==> src/rtl/uart_rx.sv <==
// UART receiver with 16x oversampling, runtime-selectable baud rate, parity, stop bits and word length.
// Line configuration is captured at each start edge and held for the whole frame.
module uart_rx #(
    parameter int CLK_FREQ = 50000000
) (
    input  logic       clock,
    input  logic       rst,
    input  logic [1:0] baud_rate,
    input  logic [1:0] parity_type,
    input  logic       stop_bits,
    input  logic       data_length,
    input  logic       data_in,
    output logic [7:0] data_out,
    output logic       parity_error,
    output logic       framing_error,
    output logic       rx_active,
    output logic       rx_done
);

    localparam int DIV_2400  = CLK_FREQ / (16 * 2400);
    localparam int DIV_4800  = CLK_FREQ / (16 * 4800);
    localparam int DIV_9600  = CLK_FREQ / (16 * 9600);
    localparam int DIV_19200 = CLK_FREQ / (16 * 19200);
    localparam int DIV_W     = $clog2(DIV_2400 + 1);

    localparam logic [DIV_W-1:0] TOP_2400  = DIV_W'(DIV_2400 - 1);
    localparam logic [DIV_W-1:0] TOP_4800  = DIV_W'(DIV_4800 - 1);
    localparam logic [DIV_W-1:0] TOP_9600  = DIV_W'(DIV_9600 - 1);
    localparam logic [DIV_W-1:0] TOP_19200 = DIV_W'(DIV_19200 - 1);

    localparam logic [2:0] IDLE   = 3'd0;
    localparam logic [2:0] START  = 3'd1;
    localparam logic [2:0] DATA   = 3'd2;
    localparam logic [2:0] PARITY = 3'd3;
    localparam logic [2:0] STOP   = 3'd4;
    localparam logic [2:0] DONE   = 3'd5;

    logic             sync1_r, sync2_r, prev_r;
    logic [2:0]       state_r;
    logic [DIV_W-1:0] div_cnt_r;
    logic [DIV_W-1:0] div_top_s;
    logic [3:0]       tick_cnt_r;
    logic [2:0]       bit_cnt_r;
    logic [7:0]       shift_r;
    logic             par_acc_r, par_err_r, frm_err_r, second_stop_r;
    logic [1:0]       cfg_baud_r, cfg_parity_r;
    logic             cfg_stop_r, cfg_len_r;
    logic [7:0]       data_out_r;
    logic             parity_error_r, framing_error_r, rx_active_r, rx_done_r;
    logic             tick_s, edge_s, centre_s, parity_on_s;
    logic [2:0]       last_bit_s;

    // Odd parity requires XOR over data and parity bit to be 1, even requires 0.
    function automatic logic parity_fail(input logic [1:0] ptype, input logic acc, input logic pbit);
        case (ptype)
            2'b01:   parity_fail = ~(acc ^ pbit);
            2'b10:   parity_fail = acc ^ pbit;
            default: parity_fail = 1'b0;
        endcase
    endfunction

    // Bits enter at the MSB, so a 7-bit word ends up one place high in the shifter.
    function automatic logic [7:0] data_word(input logic [7:0] shift, input logic len8);
        data_word = len8 ? shift : {1'b0, shift[7:1]};
    endfunction

    assign tick_s      = (div_cnt_r == div_top_s);
    assign edge_s      = prev_r & ~sync2_r;
    assign centre_s    = tick_s && (tick_cnt_r == 4'd15);
    assign parity_on_s = (cfg_parity_r == 2'b01) || (cfg_parity_r == 2'b10);
    assign last_bit_s  = cfg_len_r ? 3'd7 : 3'd6;

    assign data_out      = data_out_r;
    assign parity_error  = parity_error_r;
    assign framing_error = framing_error_r;
    assign rx_active     = rx_active_r;
    assign rx_done       = rx_done_r;

    // Select the oversample divider terminal count from the latched baud rate.
    always_comb begin
        div_top_s = TOP_9600;
        case (cfg_baud_r)
            2'b00:   div_top_s = TOP_2400;
            2'b01:   div_top_s = TOP_4800;
            2'b10:   div_top_s = TOP_9600;
            2'b11:   div_top_s = TOP_19200;
            default: div_top_s = TOP_9600;
        endcase
    end

    // Two-flop synchronizer plus one history flop for falling-edge detection.
    always_ff @(posedge clock) begin
        if (!rst) begin
            sync1_r <= 1'b1;
            sync2_r <= 1'b1;
            prev_r  <= 1'b1;
        end else begin
            sync1_r <= data_in;
            sync2_r <= sync1_r;
            prev_r  <= sync2_r;
        end
    end

    // Oversample divider; held at zero between frames so tick phase follows the start edge.
    always_ff @(posedge clock) begin
        if (!rst) begin
            div_cnt_r <= {DIV_W{1'b0}};
        end else if ((state_r == IDLE) || (state_r == DONE) || tick_s) begin
            div_cnt_r <= {DIV_W{1'b0}};
        end else begin
            div_cnt_r <= div_cnt_r + DIV_W'(1);
        end
    end

    // Frame FSM, shifter, error accumulation and registered outputs.
    always_ff @(posedge clock) begin
        if (!rst) begin
            state_r         <= IDLE;
            tick_cnt_r      <= 4'd0;
            bit_cnt_r       <= 3'd0;
            shift_r         <= 8'd0;
            par_acc_r       <= 1'b0;
            par_err_r       <= 1'b0;
            frm_err_r       <= 1'b0;
            second_stop_r   <= 1'b0;
            cfg_baud_r      <= 2'b00;
            cfg_parity_r    <= 2'b00;
            cfg_stop_r      <= 1'b0;
            cfg_len_r       <= 1'b0;
            data_out_r      <= 8'd0;
            parity_error_r  <= 1'b0;
            framing_error_r <= 1'b0;
            rx_active_r     <= 1'b0;
            rx_done_r       <= 1'b0;
        end else begin
            rx_done_r <= 1'b0;
            case (state_r)
                IDLE: begin
                    tick_cnt_r <= 4'd0;
                    if (edge_s) begin
                        cfg_baud_r    <= baud_rate;
                        cfg_parity_r  <= parity_type;
                        cfg_stop_r    <= stop_bits;
                        cfg_len_r     <= data_length;
                        bit_cnt_r     <= 3'd0;
                        par_acc_r     <= 1'b0;
                        par_err_r     <= 1'b0;
                        frm_err_r     <= 1'b0;
                        second_stop_r <= 1'b0;
                        rx_active_r   <= 1'b1;
                        state_r       <= START;
                    end
                end
                START: begin
                    if (tick_s) begin
                        if (tick_cnt_r == 4'd7) begin
                            tick_cnt_r <= 4'd0;
                            if (sync2_r) begin
                                rx_active_r <= 1'b0;
                                state_r     <= IDLE;
                            end else begin
                                state_r <= DATA;
                            end
                        end else begin
                            tick_cnt_r <= tick_cnt_r + 4'd1;
                        end
                    end
                end
                DATA: begin
                    if (tick_s) begin
                        tick_cnt_r <= tick_cnt_r + 4'd1;
                        if (tick_cnt_r == 4'd15) begin
                            shift_r   <= {sync2_r, shift_r[7:1]};
                            par_acc_r <= par_acc_r ^ sync2_r;
                            bit_cnt_r <= bit_cnt_r + 3'd1;
                            if (bit_cnt_r == last_bit_s) begin
                                state_r <= parity_on_s ? PARITY : STOP;
                            end
                        end
                    end
                end
                PARITY: begin
                    if (tick_s) begin
                        tick_cnt_r <= tick_cnt_r + 4'd1;
                    end
                    if (centre_s) begin
                        par_err_r <= parity_fail(cfg_parity_r, par_acc_r, sync2_r);
                        state_r   <= STOP;
                    end
                end
                STOP: begin
                    if (tick_s) begin
                        tick_cnt_r <= tick_cnt_r + 4'd1;
                    end
                    // Leave at the centre of the last stop bit so a following start edge is not missed.
                    if (centre_s) begin
                        if (cfg_stop_r && !second_stop_r) begin
                            second_stop_r <= 1'b1;
                            frm_err_r     <= ~sync2_r;
                        end else begin
                            data_out_r      <= data_word(shift_r, cfg_len_r);
                            parity_error_r  <= par_err_r;
                            framing_error_r <= frm_err_r | ~sync2_r;
                            rx_done_r       <= 1'b1;
                            rx_active_r     <= 1'b0;
                            state_r         <= DONE;
                        end
                    end
                end
                DONE: begin
                    state_r <= IDLE;
                end
                default: begin
                    rx_active_r <= 1'b0;
                    state_r     <= IDLE;
                end
            endcase
        end
    end

endmodule

==> config.mk <==
export PLATFORM = sky130hd
export DESIGN_NAME = uart_rx
export DESIGN_NICKNAME = d
export VERILOG_FILES = /design/src/rtl/uart_rx.sv
export SDC_FILE = /design/constraint.sdc
export NUM_CORES = 1
export LEC_CHECK = 0
export ABC_AREA = 1
export ABC_CLOCK_PERIOD_IN_PS = 3780
export BUFFER_PORTS_ARGS = -buffer_cell sky130_fd_sc_hd__buf_2
export CAP_MARGIN = 20
export CORE_AREA = 4 4 56 108
export DETAILED_ROUTE_END_ITERATION = 12
export DIE_AREA = 0 0 60 112
export GPL_TIMING_DRIVEN = 0
export PLACE_DENSITY_LB_ADDON = 0.1
export SLEW_MARGIN = 20
export SYNTH_ARGS = -nofsm -noshare
export SYNTH_HDL_FRONTEND = slang
export SYNTH_SLANG_ARGS = --single-unit
==> constraint.sdc <==
create_clock -name clock -period 3.78 [get_ports clock]
set_input_delay 0.756 -clock clock [delete_from_list [all_inputs] [get_ports clock]]
set_output_delay 0.756 -clock clock [all_outputs]
set_load 0.01 [all_outputs]
# Yosys cells after proc, flatten, opt, wreduce, memory -nomap -nowiden
# Cells that the tools add are included.
dict set report totals {
  word_cells 127
  regBits 54
  out_inout_bits 12
  input_bits 9
}
dict set report classes {
  eq_ne 26
  add_sub_neg 3
  n_reduce_logical 25
  bitwise_logic 8
  n_mux 44
}
# operator n
set op_table {}
lappend op_table {{case mux 11 bit (4 select lines)} 1}
lappend op_table {{two-way mux 3 bit} 13}
lappend op_table {{!= test 2 bit (second input constant)} 11}
lappend op_table {{two-way mux 1 bit} 16}
lappend op_table {{case mux 3 bit (5 select lines)} 1}
lappend op_table {{AND reduction 3 bit} 5}
lappend op_table {{two-way mux 4 bit} 3}
lappend op_table {{case mux 4 bit (3 select lines)} 1}
lappend op_table {{adder 11 x 1 -> 11 bit (second input constant)} 1}
lappend op_table {{== test 11 bit} 1}
lappend op_table {{case mux 1 bit (2 select lines)} 5}
lappend op_table {{AND reduction 9 bit} 1}
lappend op_table {{two-way mux 8 bit} 1}
lappend op_table {{AND reduction 4 bit} 2}
lappend op_table {{AND reduction 7 bit} 1}
lappend op_table {{== test 2 bit (second input constant)} 3}
lappend op_table {{== test 3 x 2 -> 1 bit (second input constant)} 2}
lappend op_table {{== test 3 bit (second input constant)} 2}
lappend op_table {{case mux 3 bit (2 select lines)} 1}
lappend op_table {{nonzero test 2 bit} 3}
lappend op_table {{OR reduction 3 bit} 2}
lappend op_table {{inverter 1 bit} 5}
lappend op_table {{adder 4 x 1 -> 4 bit (second input constant)} 1}
lappend op_table {{== test 2 x 1 -> 1 bit (second input constant)} 2}
lappend op_table {{other kinds (19)} 22}

# Logic depth before layout (Yosys ltp)
# Gate-level depths: netlist of run 1.
dict set report depth {
  ltp_word 7
  depth_mapped 15
  ltp_nobuf 14
}

# Worst setup path after synthesis of run 1
# OpenSTA, ideal clock, no wires.
dict set report synth_timing {
  path_type {register to register}
  start {reg cfg_baud_r[0]}
  end {reg data_out_r[0] (netlist: data_out[0])}
  synth_period_minus_slack_ns 1.807
  path_stages_with_launch 14
  required_time_ns 3.664
  arrival_ns 1.691
  setup_ns 0.116
  setup_slack_ns 1.973
  n_path_buf 1
  cell_sequence {dfxtp_1 > inv_1 > ha_1 > nor2_1 > nor2_1 > nor2_1 > nand2_1 > nor2_2 > nand2_4 > clkinv_2 > nand3_2 > buf_6 > o21ai_0 > nor2_1}
}
dict set report synth_via {
  elab_chain_cells 5
  elab_cells_between_ends 8
  cone_classes {eq/ne (4); mux (1); reduce/logical (3)}
}
# item line_no
set synth_lines {}
lappend synth_lines {{start, declared} 46} ;# logic [1:0] cfg_baud_r, cfg_parity_r;
lappend synth_lines {{start signal, assigned} 141} ;# cfg_baud_r <= baud_rate;
lappend synth_lines {{== test 2 bit (tied with other cells)} 82} ;# case (cfg_baud_r)
lappend synth_lines {{case mux 11 bit (4 select lines) (*)} 82}
lappend synth_lines {{== test 11 bit (*)} 67} ;# assign tick_s = (div_cnt_r == div_top_s);
lappend synth_lines {{logical AND 1 bit (*)} 69} ;# assign centre_s = tick_s && (tick_cnt_r == 4'd15);
lappend synth_lines {{AND reduction 3 bit (no source line) (*)} --}
lappend synth_lines {{end signal, assigned} 201} ;# data_out_r <= data_word(shift_r, cfg_len_r);
lappend synth_lines {{end, declared} 48} ;# logic [7:0] data_out_r;
# Every way passes the cells marked *; elsewhere a longest branch is shown, timed or not.
# A chain may end at the register's enable or synchronous reset.

# Worst setup path after layout of run 1
dict set report layout_timing {
  start {reg cfg_baud_r[0]}
  end {reg shift_r[6]}
}
dict set report layout_via {
  elab_chain_cells 4
  elab_cells_between_ends 7
  cone_classes {eq/ne (4); mux (1); reduce/logical (2)}
}
# item line_no
set layout_lines {}
lappend layout_lines {{== test 2 bit (tied with other cells)} 82}
lappend layout_lines {{case mux 11 bit (4 select lines) (*)} 82}
lappend layout_lines {{== test 11 bit (*)} 67}
lappend layout_lines {{AND reduction 3 bit (no source line) (*)} --}
lappend layout_lines {{end signal, assigned} 173} ;# shift_r <= {sync2_r, shift_r[7:1]};
lappend layout_lines {{end, declared} 44} ;# logic [7:0] shift_r;
# Marks and branches as above.

==> results.md, run 1 <==
- Commonest non-fill, non-tap cell in the layout: nand2_1
- DP Wirelength: 5050 um
- DRT iter0 DRCs: 97
- Yosys reg bits: 54
- Grt ovf: 0
- Cell Chain, Critical Path: inv_1, ha_1, inv_1, nand2_1, nand2_1, nor2_1, nand2_1, nor2_4, nand2_4, clkinv_2, nand3_4, buf_6, o21ai_0, a21oi_1
- TritonCTS clock tree: done
- Syn_area_per_cell: 7.000 um^2
- Max Clock Freq: 0.4853 GHz
- Worst skew pair latency: 320 ps
- Detailed-route via count: 2498
- Die Y-Extent: 112 um
- Final setup TNS: 0 ps
- Total routing usage reported by global routing: 20.37%
- Die Wd: 60 um
- Syn nets: 420
- CTS Buf Count: 5
- CTS Buffer Depth: 2
- Non-Filler Instances: 486
- Warnings from Yosys: 0
- First-pass GRT wire length: 10600 um
- Antenna violations before repair: 0
- Final WL: 6254 um
- Slew @ Worst Pin: 471.1 ps
- Maxcap violations: 0
- DRT Pass-1 Iters: 4
- Clk_skew: 14.67 ps
- # rows: 37
- Final setup violating endpoints: 0
- Startpoint types: flip-flop
- Peak VDD IR: 0.5857 mV
- Worst-path fanout max: 10
- Register area share after synthesis: 38.61%
- Clock Sinks: 54
- Gpl congestion: 0.9293
- Unrepaired setup endpoints after global routing: false
- Crit-path most repeated cell: nand2_1
- Synthesized instance count: 400
- Overall Power: 1.748 mW
- Final Hold Viols: 0
- Lkg Pwr: 1.368 nW
- I/O Buffers: 20
- Final Max Slew Viols: 0
- Rel. slew slack: 68.60%
- Synth unique cells: 38
- Power Dens Cells: 566.0 nW/um^2
- Status: completed
- Fin crit period: 2061 ps
- Post_cts resized: 0
- Crit. End Element: flip-flop
- Slowest CP cell: dfxtp_1
- Share of layout cells above drive strength 1: 15.65%
- EDFF count, synth: 0
- Vias/cell: 5.140
- Die ar.: 6720 um^2
- Initial core utilization: 54.01%
- # Post-CTS Setup Buffers: 0
- Data arrival, critical path: 2270 ps
- Final worst-path cycle share: 54.51%
- Top-Level Pins: 21
- Placed cells: 478
- Routed wire per std cell: 12.87 um
- Clock transition at path regs: 90 ps
- CP peak stage delay: 390 ps
- Core footprint: 5185 um^2
- Synthesized area: 2800 um^2
- Worst hold path type: reg2reg
- Critical path class: reg2reg
- Largest net degree at the start of global routing: 19
- Final ANT Viol Nets: 0
- Leading cell types in the layout, fill and taps excluded: nand2_1 (79), nor2_1 (63), dfxtp_1 (54), inv_1 (47), a21oi_1 (31)
- # nets final: 447
- Worst hold margin: 430.7 ps
- DRC Markers: 0
- Dominant synthesized flop cell: dfxtp_1
- Synth async-reset ratio: 0%
- Vias in the first global route: 2519
- Clock Root Buffer: clkbuf_8
- Area Overhead vs Synth: 10.32%
- Hold-fix buffers, CTS: 0
- Worst EP required: 3990 ps
- Ant. Diodes: 0
- Htree depth: 2
## worst max-delay path: cells and delay by family (launching register included)
kind            cells  cell delay (ps)
fa+ha+maj           1              340
simple gates        7              600
compound gates      2              210
flops               1              390
buf+inv             4              400
## cells in the mapped netlist (all sizes together), types with 2 or more instances
cell type	count	area, um^2
nand2	86	350.3
nor2	69	289.0
dfxtp	54	1081
inv	54	202.7
o21ai	39	198.9
a21oi	35	197.7
nand3	14	100.1
ha	11	137.6
buf	7	47.54
nor3	6	30.03
nand4	4	25.02
or2	4	25.03
clkbuf	2	7.510
clkinv	2	8.750
o21bai	2	15.01
xnor2	2	17.52
xor2	2	17.52
## per-stage QoR
stage                     setup slack (ps)  utilization, %  cell area (um^2)
after floorplan                       1973               -              2800
after global placement                1756           57.34              2973
after detailed placement              1709           57.34              2973
after CTS                             1698           59.58              3089
after global routing                  1421           59.58              3089
final                                 1719           59.58              3089
## metal layers
metal | vias up | GRT usage, % | share of wire, %
li1 | 1323 | - | -
met1 | 1124 | 19.88 | 37
met2 | 33 | 37.93 | 57
met3 | 18 | 4.060 | 2.6
met4 | 0 | 9.763 | 3.5
met5 | - | 0 | 0
## state kept, by name, summed over array words and instances (netlist names), 2 cells and up
name	flops
div_cnt_r	11
data_out	8
shift_r	8
tick_cnt_r	4
bit_cnt_r	3
state_r	3
cfg_baud_r	2
cfg_parity_r	2
## area by class of cell
| type | instances | area, um^2 |
|---|---|---|
| Timing Repair Buffer | 20 | 100.1 |
| Inverter | 56 | 211.5 |
| Clock buffer | 5 | 68.82 |
| Multi-Input combinational cell | 281 | 1453 |
| Sequential cell | 54 | 1081 |
| Buffer | 9 | 55.05 |
| Tap cell | 58 | 72.57 |
| Fill cell | 503 | 2096 |
| Clock inverter | 3 | 47.55 |
## path summary, 6_finish.rpt
path	startpoint	endpoint	slack (ps)	cells after the start
worst min register to register	sync1_r	sync2_r	430	1
worst max-delay path	cfg_baud_r[0]	shift_r[6]	1720	14
worst max register to register	cfg_baud_r[0]	shift_r[6]	1720	14
worst min-delay path	sync1_r	sync2_r	430	1
## where the power goes
part / internal (mW) / switching, mW / leakage (nW) / total, mW
Clock: 0.201 / 0.198 / 0.0587 / 0.399
Combinational: 0.230 / 0.445 / 0.872 / 0.675
Sequential: 0.623 / 0.0517 / 0.438 / 0.674
## cell families (layout without fill, tap and decap cells)
| family | count (synthesis) | in the layout | synth area share [%] |
|---|---|---|---|
| AND/OR/NAND/NOR | 186 | 186 | 30.03 |
| buffers and inverters | 65 | 93 | 9.517 |
| flip-flops | 54 | 54 | 38.61 |
| XOR/XNOR | 4 | 4 | 1.251 |
| AO/OA/AOI/OAI | 80 | 80 | 15.68 |
| adder cells (fa/ha/maj) | 11 | 11 | 4.915 |
Power figures use the tool's default switching activity.
==> inputs of run 2 (changes only) <==
--- a/config.mk
+++ b/config.mk
@@ -6,7 +6,7 @@
 export NUM_CORES = 1
 export LEC_CHECK = 0
 export ABC_AREA = 1
-export ABC_CLOCK_PERIOD_IN_PS = 3780
+export ABC_CLOCK_PERIOD_IN_PS = 2150
 export BUFFER_PORTS_ARGS = -buffer_cell sky130_fd_sc_hd__buf_2
 export CAP_MARGIN = 20
 export CORE_AREA = 4 4 56 108
==> constraint.sdc (replaced) <==
create_clock -name clock -period 2.15 [get_ports clock]
set_input_delay 0.43 -clock clock [delete_from_list [all_inputs] [get_ports clock]]
set_output_delay 0.43 -clock clock [all_outputs]
set_load 0.01 [all_outputs]
==> run 2 against run 1 <==
Critical path depth is the same. Hold slack lost 130 ps. First-iteration DRC count grew 13%. Clock power grew 76%. Design area grew 1.5%. Sequential power grew 77%. Core utilization grew 0.89 points. Die area is the same. Critical endpoint unchanged.
==> results.md, run 2 (synthesis gave the netlist of run 1 again) <==
- Htree depth: 2
- Worst Hold End: sync1_r
- Worst hold path type: in2reg
- I/O Buffers: 20
- Routed wire per std cell: 13.10 um
- Core footprint: 5185 um^2
- Hold Crit Start: data_in
- Maxcap violations: 0
- Grt ovf: 0
- Hold-fix buffers, CTS: 0
- GRT met2 Usage: 37.93%
- Startpoint types: flip-flop
- Gpl congestion: 0.9293
- Grt peak-use layer: met2
- Max Clock Freq: 0.5018 GHz
- Fin crit period: 1993 ps
- Clock transition at path regs: 90 ps
- Worst skew pair latency: 320 ps
- First-pass GRT wire length: 10600 um
- Rel. slew slack: 69.50%
- Clock Root Buffer: clkbuf_8
- Clock Sinks: 54
- # fillers: 495
- Post-layout util: 60.47%
- Status: completed
- Largest register FFs: 11
- DRC Markers: 0
- Total routing usage reported by global routing: 20.37%
- Commonest non-fill, non-tap cell in the layout: nand2_1
- Critical path class: reg2reg
- Ant. Diodes: 0
- Final setup violating endpoints: 0
- Met1 Use GR: 19.88%
- Detailed-route via count: 2505
- Die ar.: 6720 um^2
- Vias/cell: 5.154
- Final worst-path cycle share: 92.68%
- Final setup TNS: 0 ps
- Lkg Pwr: 1.371 nW
- DRT Pass-1 Iters: 4
- DRT iter0 DRCs: 110
- Die Y-Extent: 112 um
- Worst-path fanout max: 10
- Peak VDD IR: 1.044 mV
- Clk_skew: 14.71 ps
- R2r startpoint: cfg_baud_r[0]
- Worst setup margin: 157.3 ps
- CTS Buf Count: 5
- Crit. End Element: flip-flop
- Final WL: 6365 um
- Initial core utilization: 54.01%
- Final Hold Viols: 0
- # rows: 37
- Final ANT Viol Nets: 0
- Leading cell types in the layout, fill and taps excluded: nand2_1 (79), nor2_1 (62), dfxtp_1 (52), inv_1 (45), a21oi_1 (30)
- Overall Power: 3.111 mW
- TritonCTS clock tree: done
- Reg2reg path depth: 14
- Top-Level Pins: 21
- DP Wirelength: 5050 um
- Largest net degree at the start of global routing: 19
- Die Wd: 60 um
- Slew @ Worst Pin: 457.5 ps
- Flop-to-flop setup slack: 160 ps
- Area Overhead vs Synth: 11.98%
- Antenna violations before repair: 0
- GR Util met3: 4.060%
- Power Dens Cells: 992.3 nW/um^2
- CTS Buffer Depth: 2
- Unrepaired setup endpoints after global routing: false
- Largest Register: div_cnt_r
- Reg-to-reg endpoint: shift_r[6]
- Setup WS pre-CTS: 79.01 ps
- Data arrival, critical path: 2200 ps
- Hold Path Cell Cnt: 2
- # nets final: 447
- Worst EP required: 2360 ps
- # Post-CTS Setup Buffers: 0
- Final Max Slew Viols: 0
- Share of layout cells above drive strength 1: 18.22%
- Vias in the first global route: 2519
run 2: report_power, final:
group / internal (mW) / switching (mW) / leakage [nW] / total [mW]
Clock: 0.353 / 0.348 / 0.0587 / 0.701
Sequential: 1.10 / 0.0930 / 0.438 / 1.19
Combinational: 0.422 / 0.799 / 0.874 / 1.22
Total: 1.87 / 1.24 / 1.37 / 3.11
run 2: worst max-delay path by stage:
stage	startpoint	slack, ps	endpoint	depth (start not counted)
2_1_floorplan	cfg_baud_r[0]	340	data_out[0]	13
3_3_place_gp	cfg_baud_r[0]	130	div_cnt_r[8]	12
3_5_place_dp	cfg_baud_r[0]	80	div_cnt_r[8]	12
4_1_cts	cfg_baud_r[0]	70	div_cnt_r[8]	12
5_1_grt	cfg_baud_r[0]	10	shift_r[6]	14
6_report	cfg_baud_r[0]	160	shift_r[6]	14
run 2: metrics by stage:
stage	area (um^2)	cells	hold slack [ps]
finish	3136	486	302.0
global route	3136	486	287.4
CTS	3089	486	285.1
detailed placement	2973	478	412.5
global placement	2973	478	395.1
floorplan	2800	400	392.5
run 2: area by class of cell:
type                    count  area (um^2)  area share, %
inverters                  56        211.5          6.744
clock inverters             3        47.55          1.516
plain buffers               9        57.56          1.836
repair buffers             20        100.1          3.192
well taps                  58        72.57          2.314
multi-input cells         281         1494          47.65
clock buffers               5        68.82          2.195
flip-flops and latches     54         1084          34.56
run 2: worst max-delay path, stage by stage, from the launching register on:
cell and delay [ps]:
dfxtp_2 360, inv_2 110, ha_2 240, inv_2 50, nand2_1 90, nor2_1 40, nor2_1 90, nand2_1 100
nor2_2 140, nand2_4 110, clkinv_2 80, nand3_4 100, buf_6 160, o21ai_0 160, a21oi_1 50
run 2: metal layers:
layer / vias up / wire length [um]
met1: 1128 / 2366
met2: 37 / 3604
li1: 1321 / -
met4: 0 / 227
met3: 19 / 168
met5: - / 0
run 2: timing repair:
item                                    CTS  global route
endpoints found under the hold margin     0             0
endpoints found under the setup margin    0            41
resized for setup                         0            13
==> inputs of run 3 (changes only) <==
--- a/config.mk
+++ b/config.mk
@@ -5,13 +5,12 @@
 export SDC_FILE = /design/constraint.sdc
 export NUM_CORES = 1
 export LEC_CHECK = 0
-export ABC_AREA = 1
 export ABC_CLOCK_PERIOD_IN_PS = 2150
 export BUFFER_PORTS_ARGS = -buffer_cell sky130_fd_sc_hd__buf_2
 export CAP_MARGIN = 20
-export CORE_AREA = 4 4 56 108
+export CORE_AREA = 4 4 55 106
 export DETAILED_ROUTE_END_ITERATION = 12
-export DIE_AREA = 0 0 60 112
+export DIE_AREA = 0 0 59 110
 export GPL_TIMING_DRIVEN = 0
 export PLACE_DENSITY_LB_ADDON = 0.1
 export SLEW_MARGIN = 20
==> run 3 against run 2 <==
The flow now finishes with violations (setup timing). Sequential power shrank 12%. Highest routed layer unchanged. Register-to-register slack got worse by 560 ps. Sequential cell count unchanged. Maximum frequency down 22%. Routed wire length down 3.6%. Worst setup slack lost 560 ps. Power shrank 31%. Largest cell class unchanged. Clock power decreased by 2.9%.
==> results.md, run 3 <==
- I/O Buffers: 20
- DP Wirelength: 4214 um
- # rows: 36
- TritonCTS clock tree: done
- Overall Power: 2.143 mW
- Worst skew pair latency: 320 ps
- Critical path class: reg2reg
- Commonest non-fill, non-tap cell in the layout: dfxtp_1
- Final Max Slew Viols: 0
- CTS Buf Count: 5
- Synth async-reset ratio: 0%
- Top-Level Pins: 21
- Synth top area share: 40.13%
- CP peak stage delay: 490 ps
- Yosys reg bits: 54
- Routed wire per std cell: 15.15 um
- Data arrival, critical path: 2800 ps
- Ant. Diodes: 0
- Unrepaired setup endpoints after global routing: true
- Worst path buffer plus inverter count: 1
- CP Depth: 8
- EDFF count, synth: 0
- Die Wd: 59 um
- Dominant synthesized flop cell: dfxtp_1
- Grt ovf: 0
- Vias/cell: 5.630
- Largest net degree at the start of global routing: 17
- Die ar.: 6490 um^2
- Lkg Pwr: 1.352 nW
- DRT Pass-1 Iters: 4
- DRC Markers: 0
- Final Hold Viols: 0
- Share of layout cells above drive strength 1: 25.00%
- Register area share after synthesis: 40.13%
- DRT iter0 DRCs: 76
- Area Overhead vs Synth: 24.52%
- Final worst-path cycle share: 118.8%
- Final setup violating endpoints: 45
- Fin crit period: 2554 ps
- Status: finished with violations
- Largest register FFs: 11
- Initial core utilization: 54.37%
- Slew @ Worst Pin: 701.0 ps
- Max Clock Freq: 0.3915 GHz
- Clock Sinks: 54
- Crit. End Element: flip-flop
- Reg2reg path depth: 8
- Gpl congestion: 0.9777
- Slowest CP cell: or4_4
- Clk_skew: 6.229 ps
- Cell Chain, Critical Path: inv_4, ha_4, or4_4, a2111oi_4, nand3_4, maj3_2, or3_1, a21oi_1
- Failing checks: setup timing
- Core footprint: 4955 um^2
- Hold Path Cell Cnt: 2
- Power Dens Cells: 638.7 nW/um^2
- Die Y-Extent: 110 um
- Top cells by area, synth: dfxtp_1 (40%), mux2i_1 (7.4%), ha_1 (5.1%)
- Final Cell Area: 3354 um^2
- Most numerous cell in the Yosys netlist: dfxtp_1
- Peak VDD IR: 0.6706 mV
- Synthesized area: 2694 um^2
- # fillers: 425
- Final ANT Viol Nets: 0
- Syn nets: 319
- Synth area leader: dfxtp_1
- Warnings from Yosys: 0
- Worst setup margin: -404.2 ps
- Final WL: 6135 um
- Syn_area_per_cell: 9.009 um^2
- Setup WS pre-CTS: -706.8 ps
- Synth unique cells: 46
- # nets final: 367
- First-pass GRT wire length: 10230 um
- Final setup TNS: -12210 ps
- Leading cell types in the layout, fill and taps excluded: dfxtp_1 (52), nand2_1 (28), nor2_1 (22), buf_2 (20), mux2i_1 (19)
- Vias in the first global route: 2260
- Maxcap violations: 0
- Synth top cells by count: dfxtp_1 (54), nand2_1 (34), nor2_1 (24)
- Synthesized instance count: 299
- CTS Buffer Depth: 2
- Largest Register: div_cnt_r
- Startpoint types: flip-flop
- Worst-path fanout max: 6
- Antenna violations before repair: 0
- Total routing usage reported by global routing: 21.13%
- Placed cell areas: 2905 um^2
- Top Family by Delay on Critical Path: simple AND/OR/NAND/NOR gates
- Htree depth: 2
- Clock Root Buffer: clkbuf_8
- Clock transition at path regs: 100 ps
- Worst EP required: 2400 ps
- Worst hold path type: in2reg
- Rel. slew slack: 53.17%
- Detailed-route via count: 2280
## run 3: final cells by class
cell class	instances	area, um^2	area share, %
clock inverters	2	37.54	1.119
plain buffers	15	86.33	2.574
well taps	57	71.32	2.126
inverters	11	43.79	1.305
clock buffers	6	72.57	2.163
multi-input cells	219	1649	49.16
repair buffers	41	305.3	9.101
flip-flops and latches	54	1089	32.45
## run 3: final timing paths
check / to / slack (ps) / startpoint
max: tick_cnt_r[3] / -400 / cfg_baud_r[0]
min reg2reg: sync2_r / 420 / sync1_r
max reg2reg: tick_cnt_r[3] / -400 / cfg_baud_r[0]
min: sync1_r / 290 / data_in
## run 3: metal layers
layer	up-vias	GRT usage (%)	routed length, um
li1	1127	-	-
met1	1093	19.05	2226
met2	43	41.22	3516
met3	17	3.963	158
met4	0	12.32	234
met5	-	0	0
## run 3: logic make-up (layout without fill, tap and decap cells)
logic type,Yosys count,count (layout),share of synthesized area (%)
AND/OR/NAND/NOR,114,114,21.97
buffers and inverters,26,75,3.716
XOR/XNOR,19,19,6.177
AO/OA/AOI/OAI,53,53,14.68
multiplexers,21,21,7.849
adder cells (fa/ha/maj),12,12,5.481
flip-flops,54,54,40.13
## run 3: what timing repair did
item                                    CTS  global route
cloned                                    2             0
pin swaps                                 8             9
hold buffers                              0             0
endpoints found under the setup margin   45            51
setup buffers                            17             2
gates resized for setup                  27            12
## run 3: per-stage QoR
stage / hold WS [ps] / utilization, % / cells
floorplan: 386.3 / - / 299
global placement: 390.8 / 58.64 / 376
detailed placement: 402.2 / 58.64 / 376
CTS: 281.4 / 66.39 / 403
global route: 276.9 / 67.70 / 405
finish: 289.5 / 67.70 / 405
## run 3: report_power, final
group | switching, mW | internal (mW)
Clock | 0.333 | 0.348
Sequential | 0.0214 | 1.02
Combinational | 0.236 | 0.179
## run 3: worst register-to-register path: cells and delay by family, from the launching register on
| kind | cells | cell delay, ps |
|---|---|---|
| flip-flops | 1 | 390 |
| AND/OR/NAND/NOR | 3 | 990 |
| AO/OA/AOI/OAI | 2 | 540 |
| buffers and inverters | 1 | 50 |
| adder cells (fa/ha/maj) | 2 | 520 |
